## src/rtl/regfile_write_commit.sv

```systemverilog
// Write-side driver for the physical register file: in-order FIFO of up to two results per cycle,
// drained two per cycle onto the write ports under commit_allow. Define READ_BYPASS_EN for the bypass lookup.
module regfile_write_commit #(
  parameter int DEPTH  = 8,
  parameter int SEL_W  = 6,
  parameter int DATA_W = 32
) (
  input  logic                         clk,
  input  logic                         reset,
  input  logic                         en,
  input  logic [1:0]                   in_valid,
  output logic                         in_ready,
  input  logic [SEL_W-1:0]             in_sel0,
  input  logic [SEL_W-1:0]             in_sel1,
  input  logic [DATA_W-1:0]            in_data0,
  input  logic [DATA_W-1:0]            in_data1,
  input  logic                         commit_allow,
  output logic [1:0]                   wr_ack,
  output logic [SEL_W-1:0]             wr_sel0,
  output logic [SEL_W-1:0]             wr_sel1,
  output logic [DATA_W-1:0]            wr_data0,
  output logic [DATA_W-1:0]            wr_data1,
  output logic                         wr_commit,
  output logic [$clog2(DEPTH+1)-1:0]   fifo_count,
  input  logic [SEL_W-1:0]             byp_sel,
  output logic                         byp_hit,
  output logic [DATA_W-1:0]            byp_data
);

  localparam int PTR_W = $clog2(DEPTH);
  localparam int CNT_W = $clog2(DEPTH + 1);

  logic [SEL_W-1:0]  memSel  [DEPTH];
  logic [DATA_W-1:0] memData [DEPTH];

  logic [PTR_W-1:0] rdPtr;
  logic [PTR_W-1:0] wrPtr;
  logic [CNT_W-1:0] count;
  logic [CNT_W-1:0] freeSlots;
  logic             lane0Ok;
  logic             lane1Ok;
  logic             doPush;
  logic             doPop;
  logic [1:0]       pushCnt;
  logic [1:0]       popCnt;
  logic [1:0]       ackNext;
  logic [PTR_W-1:0] lane1Ptr;
  logic [PTR_W-1:0] rdPtrNext;

  assign fifo_count = count;
  assign freeSlots  = CNT_W'(DEPTH) - count;
  assign in_ready   = en & (freeSlots >= CNT_W'(2));

  // Writes to r0 are dropped at the door; they never occupy a slot.
  assign lane0Ok   = in_valid[0] & (in_sel0 != '0);
  assign lane1Ok   = in_valid[1] & (in_sel1 != '0);
  assign doPush    = in_ready;
  assign doPop     = en & commit_allow;
  assign pushCnt   = doPush ? ({1'b0, lane0Ok} + {1'b0, lane1Ok}) : 2'd0;
  assign popCnt    = !doPop ? 2'd0 : ((count >= CNT_W'(2)) ? 2'd2 : count[1:0]);
  assign ackNext   = {popCnt == 2'd2, popCnt != 2'd0};
  assign lane1Ptr  = wrPtr + PTR_W'(lane0Ok);
  assign rdPtrNext = rdPtr + PTR_W'(1);

  // Storage carries no reset; occupancy is tracked solely by count.
  always_ff @(posedge clk) begin
    if (doPush) begin
      if (lane0Ok) begin
        memSel[wrPtr]  <= in_sel0;
        memData[wrPtr] <= in_data0;
      end
      if (lane1Ok) begin
        memSel[lane1Ptr]  <= in_sel1;
        memData[lane1Ptr] <= in_data1;
      end
    end
  end

  always_ff @(posedge clk or negedge reset) begin
    if (!reset) begin
      rdPtr     <= '0;
      wrPtr     <= '0;
      count     <= '0;
      wr_ack    <= '0;
      wr_sel0   <= '0;
      wr_sel1   <= '0;
      wr_data0  <= '0;
      wr_data1  <= '0;
      wr_commit <= 1'b0;
    end else if (en) begin
      wrPtr     <= wrPtr + PTR_W'(pushCnt);
      rdPtr     <= rdPtr + PTR_W'(popCnt);
      count     <= count + CNT_W'(pushCnt) - CNT_W'(popCnt);
      wr_ack    <= ackNext;
      wr_commit <= |ackNext;
      if (ackNext[0]) begin
        wr_sel0  <= memSel[rdPtr];
        wr_data0 <= memData[rdPtr];
      end
      if (ackNext[1]) begin
        wr_sel1  <= memSel[rdPtrNext];
        wr_data1 <= memData[rdPtrNext];
      end
    end
  end

`ifdef READ_BYPASS_EN
  logic [DEPTH-1:0]  entryHit;
  logic [DATA_W-1:0] entryData [DEPTH];

  // gi is age order: 0 is the oldest occupied slot.
  for (genvar gi = 0; gi < DEPTH; gi++) begin : g_byp
    logic [PTR_W-1:0] idx;
    assign idx           = rdPtr + PTR_W'(gi);
    assign entryHit[gi]  = (CNT_W'(gi) < count) && (memSel[idx] == byp_sel);
    assign entryData[gi] = memData[idx];
  end

  always_comb begin
    byp_hit  = 1'b0;
    byp_data = '0;
    if (byp_sel != '0) begin
      // Scan oldest to newest so the last match, the youngest write, wins.
      if (wr_ack[0] && (wr_sel0 == byp_sel)) begin
        byp_hit  = 1'b1;
        byp_data = wr_data0;
      end
      if (wr_ack[1] && (wr_sel1 == byp_sel)) begin
        byp_hit  = 1'b1;
        byp_data = wr_data1;
      end
      for (int i = 0; i < DEPTH; i++) begin
        if (entryHit[i]) begin
          byp_hit  = 1'b1;
          byp_data = entryData[i];
        end
      end
    end
  end
`else
  logic unusedBypSel;
  assign unusedBypSel = ^byp_sel;
  assign byp_hit      = 1'b0;
  assign byp_data     = '0;
`endif

endmodule

```

## config.mk

```make
export PLATFORM = sky130hd
export DESIGN_NAME = regfile_write_commit
export DESIGN_NICKNAME = d
export VERILOG_FILES = /design/src/rtl/regfile_write_commit.sv
export SDC_FILE = /design/constraint.sdc
export NUM_CORES = 1
export LEC_CHECK = 0
export CAP_MARGIN = 0
export CORE_MARGIN = 2
export CORE_UTILIZATION = 39
export DETAILED_ROUTE_END_ITERATION = 8
export PLACE_DENSITY = 0.69
export SLEW_MARGIN = 40
export SYNTH_ARGS = -nofsm -noshare
export SYNTH_HDL_FRONTEND = slang
export SYNTH_SLANG_ARGS = --single-unit
```

## constraint.sdc

```tcl
create_clock -name clk -period 7.8 [get_ports clk]
set_input_delay 1.56 -clock clk [delete_from_list [all_inputs] [get_ports clk]]
set_output_delay 1.56 -clock clk [all_outputs]
set_load 0.1 [all_outputs]
```

==> impl_metrics.yaml <==
run_status:
  outcome: "finished, final reports clean"
global_routing:
  grt_first_pass_wirelength_mm: 89.24
  grt_pass1_vias: 13880
  grt_max_degree: 78
  track_usage: 0.2095
  gr-total-overflow: 0
  antenna_found_initial: 10
yosys:
  synth_edf_count: 304
  synth_cells: 1445
  synthTopCellsByArea: "edfxtp_1 42%, mux2_2 20%, dfrtp_1 10%"
  synth_seq_cells: 393
  async_flop_share: 0.2265
  yosysMostFrequentCell: "mux2_2"
  yosys.area.top_type: "edfxtp_1"
  synth_area_sq_mm: 0.02175
  synth_top_area_share: 0.4198
  synth.cells.most_frequent: "387 x mux2_2, 304 x edfxtp_1, 89 x dfrtp_1"
  syn_avg_cell_area_sq_um: 15.05
  ys_seq_area_frac: 0.5222
  ys_warn_count: 0
  synth-main-ff-cell: "edfxtp_1"
  ys_types: 38
setup_path:
  rr_worst_depth: 7
  rr_startpoint: "fifo_count[0]"
  crit_path_start: "in_sel0[5]"
  worstReg2RegEnd: "memSel[1][2]"
  cp.buffers_inverters: 2
  r2r_slack_ps: 4070
  slowest_stage: "or4_1"
  end_kind: "register"
  path_cells: "clkdlybuf4s50_1, or4_1, o31a_1, ha_1, ha_1, xor2_1, and2_1, nand4_4, o21ai_4, buf_4"
  cp_slowest_stage_delay_ps: 630
  crit_fanout: 19
  crit_path_start_kind: "input port"
  cp_top_family: "simple AND/OR/NAND/NOR gates"
  worstPathRequired_ps: 8000
  cp_data_arrival_time_ps: 5260
  worst-setup-path-type: "input port to register"
  crit_top_cell: "ha_1"
cells_and_area:
  nets: 1691
  area_growth_pct: 16.04
  drive_gt1_frac: 0.4620
clocking:
  cts_num_sinks: 393
  cts_inserted_buffers: 42
  cts_resized: 0
  cts_root_buffer: "clkbuf_16"
  clkTransAtPathRegs_ps: 60
  post_cts_buffers: 0
  cts_hold_buf: 0
  h-tree-depth: 2
  clock_latency_ps: 560
  cts_tree: "done"
  clockBufferDepth: 3
sta:
  setup_violations: 0
  relSlewSlack: 0.4068
  worstMarginPinSlew_ps: 889.8
  fin_crit_sh: 0.6486
  finalHoldViolCount: 0
  maxClockFrequency_mhz: 197.7
  fin_skew_ps: 20.91
  slew_violations: 0
  setup_tns_ps: 0
  setup_ws_ps: 2741
  timing.hold.ws_ps: 470.5
  grt_setup_unrepaired: "no"
  timing.final.crit_period_ps: 5059
run:
  max-cap-violations: 0
power_and_ir_drop:
  p_leak_nw: 9.212
  powerDensity_mw_per_mm2: 406.3
  irDropWorstVdd_mv: 0.2511
routing:
  drc_errors: 0
  drt_iter0_drc: 1018
  postRouteWirelength_mm: 60.61
  ant_nets: 0
  wl_per_cell_um: 25.56
  vias_per_cell: 5.629
  vias: 13350
  dr.pass1.iters: 5
floorplanning:
  row_count: 86
  dieWidth_um: 240.1
  pin_count: 205
  chipHeight_um: 240.1
  coreArea_sq_mm: 0.05509
  die-area_sq_mm: 0.05766
  start_util: 0.3947
place:
  dp_hpwl_mm: 36.15
  place_ws_ps: 2200
  finalWeightedCongestion: 0.7698
  port_buffers: 165
worst_hold_path:
  hold_path_end: "wr_data1[12]"
  min_path_cells: 2
  hold_class: "register to register"
  min_from: "wr_data1[12]"
==> flip-flops by register name (all words and copies together) (netlist names) <==
name and count:
memData 256, memSel 48, wr_data0 32, wr_data1 32
wr_sel0 6, wr_sel1 6, fifo_count 4, rdPtr 3
wrPtr 3, wr_ack 2, wr_commit 1
==> worst reg2reg max path, cell delays in order, from the launching register on <==
cell	delay, ps
dfrtp_1	440
inv_1	160
ha_1	240
xor2_1	180
a41oi_1	550
nand3b_1	500
o21ai_4	700
buf_4	580
==> cells in the final DEF, fill, tap and decap left out, types with 8 or more instances in the layout <==
cell	n
mux2_2	387
edfxtp_1	304
dfrtp_1	86
buf_2	84
clkdlybuf4s50_1	80
mux4_2	76
o22ai_1	76
mux2_4	72
nand2_1	47
nor2_1	46
clkbuf_16	43
a21oi_1	42
o31ai_1	39
mux2i_1	38
conb_1	33
buf_4	29
clkbuf_1	17
inv_1	15
ha_1	12
nand4_4	9
clkbuf_8	8
buf_8	8
==> how the worst max path moves through the flow <==
stage	endpoint	depth (start not counted)	slack, ps
global placement	memData[7][1]	10	1900
detailed placement	memSel[7][1]	10	2200
finish	memSel[7][3]	10	2740
floorplan	memData[4][0]	5	490
CTS	memSel[7][3]	10	2780
global route	memData[7][29]	10	2610
==> cells by family (layout without fill, tap and decap cells) <==
| group | after synthesis | in the layout | synth area share |
|---|---|---|---|
| AOI/OAI and AO/OA | 174 | 174 | 0.04994 |
| and+or+nand+nor | 121 | 121 | 0.02727 |
| xor gates and xnor gates | 9 | 9 | 0.003625 |
| DFF | 393 | 393 | 0.5222 |
| other | 1 | 37 | 0.0001724 |
| buffers and inverters | 157 | 299 | 0.03930 |
| muxes | 573 | 573 | 0.3463 |
| adders and majority gates | 17 | 17 | 0.01116 |
==> layout make-up <==
class	instances	area, sq um
clock inverters	10	105.1
multi-input cells	927	9867
repair buffers	207	1655
well taps	748	935.9
flip-flops and latches	393	11370
fillers	4865	29860
inverters	15	56.30
clock buffers	67	1236
diodes	4	10.01
==> power by group <==
part	total (mW)	switching [mW]	internal [mW]
Sequential	3.19	0.347	2.84
Combinational	5.09	3.45	1.64
Clock	1.97	0.821	1.15
==> layer usage <==
layer / wire (um) / vias up / global-route usage
li1: - / 5905 / -
met1: 25060 / 6884 / 0.2689
met2: 30040 / 439 / 0.3565
met3: 3944 / 106 / 0.04053
met4: 1500 / 12 / 0.06719
met5: 69 / - / 0
==> metrics by stage <==
step | area, sq um | std cells | total power, mW | utilization
final | 25230 | 2371 | 10.25 | 0.4580
after global routing | 25230 | 2371 | 10.65 | 0.4580
after CTS | 25200 | 2366 | 10.30 | 0.4574
after detailed placement | 23860 | 2289 | 8.327 | 0.4331
after global placement | 24090 | 2278 | 8.397 | 0.4373
after floorplan | 21870 | 1477 | 7.043 | -
Note: power is estimated with default switching activity, not from simulation.
